`config.mk`:
```
export PLATFORM = sky130hd
export DESIGN_NAME = cam_ctrl_flat
export DESIGN_NICKNAME = d
export VERILOG_FILES = /design/src/rtl/cam_ctrl_if.sv /design/src/rtl/cam_ctrl.sv /design/src/flat_wrapper.sv
export SDC_FILE = /design/constraint.sdc
export NUM_CORES = 1
export LEC_CHECK = 0
export ABC_AREA = 0
export CELL_PAD_IN_SITES_DETAIL_PLACEMENT = 1
export CELL_PAD_IN_SITES_GLOBAL_PLACEMENT = 1
export CORE_MARGIN = 2
export CORE_UTILIZATION = 32
export CTS_CLUSTER_SIZE = 8
export DETAILED_ROUTE_END_ITERATION = 12
export GPL_TIMING_DRIVEN = 0
export PLACE_DENSITY_LB_ADDON = 0.1
export SYNTH_ARGS = -nofsm -noshare
export SYNTH_HDL_FRONTEND = slang
export SYNTH_SLANG_ARGS = --single-unit
```
`constraint.sdc`:
```
create_clock -name clk -period 3 [get_ports clk]
set_input_delay 0.45 -clock clk [delete_from_list [all_inputs] [get_ports clk]]
set_output_delay 0.45 -clock clk [all_outputs]
set_load 0.02 [all_outputs]
```
`src/rtl/cam_ctrl_if.sv`:
```
// Request/response bundle between the two requesters, the response consumer and cam_ctrl.
// The master side drives requests and rsp_ready; the slave side is the controller.
interface cam_ctrl_if #(
  parameter int KEY_W = 8,
  parameter int IDX_W = 5
);
  logic [1:0]         req_valid;
  logic [1:0]         req_ready;
  logic [1:0]         req_op;
  logic [2*KEY_W-1:0] req_key;
  logic               rsp_valid;
  logic               rsp_ready;
  logic               rsp_id;
  logic               rsp_hit;
  logic [IDX_W-1:0]   rsp_idx;
  logic               rsp_err;

  modport master (
    output req_valid, req_op, req_key, rsp_ready,
    input  req_ready, rsp_valid, rsp_id, rsp_hit, rsp_idx, rsp_err
  );

  modport slave (
    input  req_valid, req_op, req_key, rsp_ready,
    output req_ready, rsp_valid, rsp_id, rsp_hit, rsp_idx, rsp_err
  );
endinterface

```
`src/rtl/cam_ctrl.sv`:
```
// Round-robin sequencer for a 16-entry CAM: lookup first, write on an insert miss,
// sequential slot allocation and one response per accepted request.
module cam_ctrl #(
  parameter int NB_MEM = 16,
  parameter int KEY_W  = 8,
  parameter int IDX_W  = 5
) (
  input  logic             clk,
  input  logic             rst,
  cam_ctrl_if.slave        bus,
  output logic [IDX_W-1:0] count,
  output logic             full,
  output logic             cam_enable,
  output logic             cam_write,
  output logic [IDX_W-1:0] cam_addr,
  output logic [KEY_W-1:0] cam_data,
  input  logic [IDX_W-1:0] cam_out,
  input  logic             cam_found
);

  typedef enum logic [2:0] {IDLE, LOOK, CHK, WR, RESP} state_t;

  localparam logic [IDX_W-1:0] NB_MEM_IDX = IDX_W'(NB_MEM);

  state_t           state, state_nxt;
  logic             last_grant;
  logic             grant_vld;
  logic             grant_id;
  logic [KEY_W-1:0] grant_key;
  logic             op_q;
  logic [KEY_W-1:0] key_q;
  logic [1:0]       ready_c;

  // When both requesters are waiting, the one not served last wins.
  always_comb begin
    grant_vld = |bus.req_valid;
    if (&bus.req_valid)
      grant_id = ~last_grant;
    else
      grant_id = bus.req_valid[1];
    grant_key = grant_id ? bus.req_key[2*KEY_W-1:KEY_W] : bus.req_key[KEY_W-1:0];
  end

  assign full          = (count == NB_MEM_IDX);
  assign bus.req_ready = ready_c;
  assign bus.rsp_valid = (state == RESP);

  always_comb begin
    state_nxt  = state;
    ready_c    = 2'b00;
    cam_enable = 1'b0;
    cam_write  = 1'b0;
    cam_addr   = '0;
    cam_data   = '0;
    case (state)
      IDLE: begin
        // Gated by rst so a requester never sees an accept that reset discards.
        if (grant_vld && !rst) begin
          ready_c   = grant_id ? 2'b10 : 2'b01;
          state_nxt = (grant_key == '0) ? RESP : LOOK;
        end
      end
      LOOK: begin
        cam_enable = 1'b1;
        cam_data   = key_q;
        state_nxt  = CHK;
      end
      CHK: begin
        if (cam_found || !op_q || full)
          state_nxt = RESP;
        else
          state_nxt = WR;
      end
      WR: begin
        cam_write = 1'b1;
        cam_addr  = count;
        cam_data  = key_q;
        state_nxt = RESP;
      end
      RESP: begin
        if (bus.rsp_ready)
          state_nxt = IDLE;
      end
      default: state_nxt = IDLE;
    endcase
  end

  // Response fields change only in IDLE/CHK/WR, so they hold steady throughout RESP.
  always_ff @(posedge clk) begin
    if (rst) begin
      state       <= IDLE;
      count       <= '0;
      last_grant  <= 1'b1;
      op_q        <= 1'b0;
      key_q       <= '0;
      bus.rsp_id  <= 1'b0;
      bus.rsp_hit <= 1'b0;
      bus.rsp_idx <= '0;
      bus.rsp_err <= 1'b0;
    end else begin
      state <= state_nxt;
      case (state)
        IDLE: begin
          if (grant_vld) begin
            last_grant  <= grant_id;
            op_q        <= bus.req_op[grant_id];
            key_q       <= grant_key;
            bus.rsp_id  <= grant_id;
            bus.rsp_hit <= 1'b0;
            bus.rsp_idx <= '0;
            bus.rsp_err <= (grant_key == '0);
          end
        end
        CHK: begin
          bus.rsp_hit <= cam_found;
          bus.rsp_idx <= cam_found ? cam_out : '0;
          bus.rsp_err <= !cam_found && op_q && full;
        end
        WR: begin
          bus.rsp_idx <= count;
          if (count != NB_MEM_IDX)
            count <= count + 1'b1;
        end
        default: ;
      endcase
    end
  end

endmodule

```
`src/flat_wrapper.sv`:
```
// flat-port wrapper written by rule: the top's interface ports become plain ports
module cam_ctrl_flat 
#(
  parameter int NB_MEM = 16,
  parameter int KEY_W  = 8,
  parameter int IDX_W  = 5
)
  (clk, rst, count, full, cam_enable, cam_write, cam_addr, cam_data, cam_out, cam_found, bus_req_valid, bus_req_op, bus_req_key, bus_rsp_ready, bus_req_ready, bus_rsp_valid, bus_rsp_id, bus_rsp_hit, bus_rsp_idx, bus_rsp_err);
  cam_ctrl_if #(.KEY_W(KEY_W), .IDX_W(IDX_W)) bus_i ();
  input  logic clk;
  input  logic rst;
  output logic [IDX_W-1:0] count;
  output logic full;
  output logic cam_enable;
  output logic cam_write;
  output logic [IDX_W-1:0] cam_addr;
  output logic [KEY_W-1:0] cam_data;
  input  logic [IDX_W-1:0] cam_out;
  input  logic cam_found;
  input wire logic [$bits(bus_i.req_valid)-1:0] bus_req_valid;
  input wire logic [$bits(bus_i.req_op)-1:0] bus_req_op;
  input wire logic [$bits(bus_i.req_key)-1:0] bus_req_key;
  input wire logic [$bits(bus_i.rsp_ready)-1:0] bus_rsp_ready;
  output wire logic [$bits(bus_i.req_ready)-1:0] bus_req_ready;
  output wire logic [$bits(bus_i.rsp_valid)-1:0] bus_rsp_valid;
  output wire logic [$bits(bus_i.rsp_id)-1:0] bus_rsp_id;
  output wire logic [$bits(bus_i.rsp_hit)-1:0] bus_rsp_hit;
  output wire logic [$bits(bus_i.rsp_idx)-1:0] bus_rsp_idx;
  output wire logic [$bits(bus_i.rsp_err)-1:0] bus_rsp_err;
  assign bus_i.req_valid = bus_req_valid;
  assign bus_i.req_op = bus_req_op;
  assign bus_i.req_key = bus_req_key;
  assign bus_i.rsp_ready = bus_rsp_ready;
  assign bus_req_ready = bus_i.req_ready;
  assign bus_rsp_valid = bus_i.rsp_valid;
  assign bus_rsp_id = bus_i.rsp_id;
  assign bus_rsp_hit = bus_i.rsp_hit;
  assign bus_rsp_idx = bus_i.rsp_idx;
  assign bus_rsp_err = bus_i.rsp_err;
  cam_ctrl #(.NB_MEM(NB_MEM), .KEY_W(KEY_W), .IDX_W(IDX_W)) u_core (.clk(clk), .rst(rst), .bus(bus_i), .count(count), .full(full), .cam_enable(cam_enable), .cam_write(cam_write), .cam_addr(cam_addr), .cam_data(cam_data), .cam_out(cam_out), .cam_found(cam_found));
endmodule
```
# Yosys cells after proc, flatten, opt, wreduce, memory -nomap -nowiden
# Cells that the tools add are included.
[word_totals] regBits=26 in_bits=29
[classes] n_reduce_logical=20 add_sub_neg=1 n_bitwise=1 eq_ne=9 order_cmp=1 mux=23
[op_table] operator="$mux W8" count=2
[op_table] operator="$mux W5" count=3
[op_table] operator="$pmux W3 S5" count=1
[op_table] operator="$pmux W5 S3" count=1
[op_table] operator="$mux W3" count=4
[op_table] operator="$reduce_and A2 Y1" count=6
[op_table] operator="$logic_not A8 Y1" count=1
[op_table] operator="$mux W1" count=7
[op_table] operator="$eq A3 B2 Y1 const B" count=2
[op_table] operator="$mux W2" count=3
[op_table] operator="$add A5 B1 Y5 const B" count=1
[op_table] operator="$eq A5 B5 Y1 const B" count=1
[op_table] operator="$ne A5 B5 Y1 const B" count=1
[op_table] operator="$ne A2 B1 Y1 const B" count=2
[op_table] operator="$pmux W1 S2" count=2
[op_table] operator="$reduce_or A2 Y1" count=2
[op_table] operator="$eq A3 B1 Y1 const B" count=1
[op_table] operator="$eq A3 B3 Y1 const B" count=1
[op_table] operator="$logic_and A1 B1 Y1" count=3
[op_table] operator="$logic_not A1 Y1" count=3
[op_table] operator="$logic_not A3 Y1" count=1
[op_table] operator="$reduce_bool A3 Y1" count=1
[op_table] operator="$logic_or A1 B1 Y1" count=2
[op_table] operator="$lt A1 B2 Y1 const B" count=1
[op_table] operator="3 further kinds" count=3

# Longest topological paths before layout
[logic_depth] word_depth=7 ltp_mapped=6

# Worst setup path before layout
# OpenSTA, ideal clock, no wires.
[synth_path] path_kind="input to output" start="in bus_req_valid[1]" end="out bus_req_ready[1]" cell_stages=4 path_slack_ps=1285 arrival_time_ps=1265 path_buffers=1 cell_sequence="a21boi_2 buf_6 nand2_1 nor2_1"
[synth_between] elab_chain_len=5 word_cells_on_any_way=7
[synth_lines] element="start, declared" line_no="flat_wrapper.sv:20" source="input wire logic [$bits(bus_i.req_valid)-1:0] bus_req_valid;"
[synth_lines] element="$reduce_and A2 Y1" line_no="cam_ctrl.sv:37" source="if (&bus.req_valid)"
[synth_lines] element="$mux W1" line_no="cam_ctrl.sv:37"
[synth_lines] element="$mux W2" line_no="cam_ctrl.sv:59" source="ready_c = grant_id ? 2'b10 : 2'b01;"
[synth_lines] element="$mux W2 (*)" line_no="cam_ctrl.sv:58" source="if (grant_vld && !rst) begin"
[synth_lines] element="$mux W2 (*)" line_no="cam_ctrl.sv:55" source="case (state)"
[synth_lines] element="end, declared" line_no="flat_wrapper.sv:24" source="output wire logic [$bits(bus_i.req_ready)-1:0] bus_req_ready;"
# Mark *: on every way between the ends. The rest lies on a longest branch, timed or not.

# Worst setup path in the final report
# Same ends and word-level chain as after synthesis.

==> parameters.txt <==
Parameter                              Value

Synth
  Largest cells by area after synthesis ... dfxtp_1, mux2i_1, and2_1
  Top cell type's share of synthesized area ... 38.0%
  Leading register cell type out of synthesis ... dfxtp_1
  FFs w/ async S/R, synth ... 0%
  Share of the yosys chip area belonging to registers ... 38.0%
  Synth Register Bits ... 26
  Synth Instances ... 155
  Mapped Nets ... 186
  Post-synthesis area per instance ... 8.85 um^2
  EDFF count, synth ... 0
  Ys Warns ... 0
  Number of distinct library cells after synthesis ... 42
  Netlist area before placement ... 1370 um^2
  Post-synthesis cell type with the largest combined area ... dfxtp_1

Hold path
  Hold Path Stages ... 2
  Class of the tightest hold or removal check ... register to register

Critical path
  CP Class ... input port to output port
  Max stage delay cell, worst path ... clkdlybuf4s50_1
  R2R depth ... 6
  Highest cell delay on the worst timing path ... 0.61 ns
  Critical path cell sequence ... clkdlybuf4s50_1, a21boi_2, buf_6, nand2_1, nor2_1, clkdlybuf4s50_1
  Most numerous cell on the critical path ... clkdlybuf4s50_1
  Startpoint Class ... input port
  Worst r2r dst ... u_core.count[1]$_SDFFE_PP0P_
  Data arrival time at the worst-slack endpoint ... 2.30 ns
  Critical path destination ... bus_req_ready[1]
  Required @ worst endpoint ... 2.55 ns
  Max FO, Critical Path ... 10
  Worst setup startpoint ... bus_req_valid[1]
  Flop-to-flop setup slack ... 1.49 ns
  Endpoint kind of the worst setup timing path ... output port
  Launch instance of the worst register-to-register path ... u_core.count[0]$_SDFFE_PP0P_

GRT
  Overall fraction of global-route tracks in use ... 17.9%
  Maximum number of pins on one net before global-route repair ... 16
  Via count of the first global-routing pass ... 1,462
  GR Overflow Total ... 0
  Global-route wire length before repair ... 7020 um
  Antenna violations before repair ... 0

CTS
  Cell at the root of the clock tree ... clkbuf_8
  Worst-Skew Late Latency ... 0.27 ns
  Resized cells post-CTS ... 0
  Total clock sinks ... 26
  Setup Buffers After CTS ... 0
  Clock-pin slew reported for the worst setup and hold paths after clock tree synthesis ... 0.10 ns
  Quantity of hold-fixing buffers added after cts ... 0
  CTS Buffer Depth ... 2
  TritonCTS clock tree ... yes
  Cts bufs inserted ... 3
  # H-tree levels ... 1

Power and ir drop
  Gate power share ... 26.6%
  Maximum resistive drop on vdd ... 0.355 mV
  Static leakage ... 0.794 nW
  Sequential share of power ... 41.9%
  Sw Share ... 27.2%
  Clk network pwr share ... 31.5%
  Power density over cell area ... 442 nW/um^2
  Internal power ... 0.678 mW
  Net load switching power ... 0.253 mW

Floorplan
  Die width ... 69.5 um
  Total Die Area ... 4820 um^2
  Num rows ... 23
  Initial Util ... 33.8%
  Core Footprint ... 4060 um^2
  Vertical extent of the die ... 69.5 um
  I/O pin count ... 61

Drt
  Drt pass-1 iters ... 4
  Drt drc ... 0
  Detail Route Antenna Nets ... 0
  Total number of vias ... 1,345
  DRC violation total after the first TritonRoute iteration ... 52
  DRT Wirelength ... 4150 um
  Via density per instance ... 5.00
  Avg WL per Cell ... 15.4 um

STA
  Largest clock skew in the final design ... 0.00541 ns
  Unrepaired setup endpoints after global routing ... no
  Rel. slew slack ... 59.3%
  Highest Clock Rate ... 364 MHz
  TNS Setup ... 0 ns
  Total count of max-transition violations in the final report ... 0
  Slew at the pin with the worst max-slew slack ... 0.609 ns
  Setup Viol. Count Final ... 0
  Hold Vio Cnt, Final ... 0
  Worst hold margin ... 0.465 ns
  Post-route clock period utilization ... 91.6%
  Clock period minus worst slack ... 2.75 ns

Layout
  Top library cells by usage in the layout, fill and taps aside ... clkdlybuf4s50_1, dfxtp_1, nor2_1
  Area added between synthesis and finish ... 53.6%
  Inserted Diodes ... 0
  Nets ... 251
  Share of final-layout standard cells stronger than drive strength 1 ... 8.22%
  Most common library cell in the layout ignoring fill and taps ... clkdlybuf4s50_1

Place
  GP Congestion ... 0.785
  Port Buf Inserts ... 60
  Final HPWL DP ... 3310 um

Flow run
  Number of max-cap violations ... 0

Status
  Status ... complete, no violations
==> cells in the mapped netlist (all sizes together) (4+ instances only) <==
master,count
nand2,11
nor2,18
buf,5
a21oi,16
mux2i,9
and2,15
dfxtp,26
inv,4
nor4,4
a211oi,9
==> registers in the layout, summed over array words and instances (netlist names) <==
register	flops
u_core.last_grant	1
u_core.bus.rsp_idx	5
u_core.op_q	1
u_core.bus.rsp_id	1
u_core.bus.rsp_hit	1
u_core.count	5
u_core.bus.rsp_err	1
u_core.key_q	8
u_core.state	3
==> cell type report <==
class                           instances  area (um^2)
Buffer                                  8         71.3
Clock buffer                            3         41.3
Clock inverter                          1         30.0
Fill cell                             499         1950
Inverter                                4         15.0
Multi-Input combinational cell        117          766
Sequential cell                        26          520
Tap cell                               50         62.6
Timing Repair Buffer                   60          601
==> worst max-delay path, delay by kind of cell <==
| family | cells | cell delay [ns] |
|---|---|---|
| buf+inv | 3 | 1.33 |
| simple gates | 2 | 0.20 |
| compound gates | 1 | 0.31 |
==> power by group through the flow <==
stage | combinational (mW) | sequential (mW) | clock (mW)
2_1_floorplan | 0.142 | 0.398 | 0
3_3_place_gp | 0.241 | 0.397 | 0
3_5_place_dp | 0.248 | 0.398 | 0
4_1_cts | 0.250 | 0.390 | 0.303
5_1_grt | 0.270 | 0.394 | 0.315
6_report | 0.247 | 0.390 | 0.293
==> cell families after synthesis <==
| logic type | share of synthesized area (%) |
|---|---|
| and+or+nand+nor | 28.3 |
| xor gates and xnor gates | 2.56 |
| DFF | 38.0 |
| adders and majority gates | 1.82 |
| muxes | 6.57 |
| buffers and inverters | 6.20 |
| AOI/OAI and AO/OA | 16.6 |
==> per-layer routing <==
metal,wire [um],up-vias,track usage [%],share of wire (%)
met2,2180,32,32.3,52
li1,-,675,-,-
met3,198,2,4.07,4.8
met5,0,-,0,0
met4,17,0,3.27,0.41
met1,1750,636,21.7,42
==> metrics by stage <==
step	instance area, um^2	util [%]	instances	total power [mW]	worst slack, ns
global placement	2030	50.1	265	0.638	0.0876
finish	2110	51.9	269	0.931	0.253
detailed placement	2030	50.1	265	0.646	0.0689
CTS	2110	51.9	269	0.943	0.0563
floorplan	1370	-	155	0.540	1.28
global route	2110	51.9	269	0.979	0.0965
==> how the worst min path moves through the flow <==
stage / to / start / slack [ns]
6_report: u_core.bus.rsp_idx[3]$_SDFFE_PP0P_ / u_core.bus.rsp_idx[3]$_SDFFE_PP0P_ / 0.46
5_1_grt: u_core.bus.rsp_idx[3]$_SDFFE_PP0P_ / u_core.bus.rsp_idx[3]$_SDFFE_PP0P_ / 0.49
4_1_cts: u_core.bus.rsp_idx[3]$_SDFFE_PP0P_ / u_core.bus.rsp_idx[3]$_SDFFE_PP0P_ / 0.47
3_5_place_dp: u_core.bus.rsp_idx[3]$_SDFFE_PP0P_ / u_core.bus.rsp_idx[3]$_SDFFE_PP0P_ / 0.46
3_3_place_gp: u_core.bus.rsp_idx[2]$_SDFFE_PP0P_ / u_core.bus.rsp_idx[2]$_SDFFE_PP0P_ / 0.44
2_1_floorplan: u_core.op_q$_SDFFE_PP0P_ / u_core.op_q$_SDFFE_PP0P_ / 0.47
Note: power is estimated with default switching activity, not from simulation.
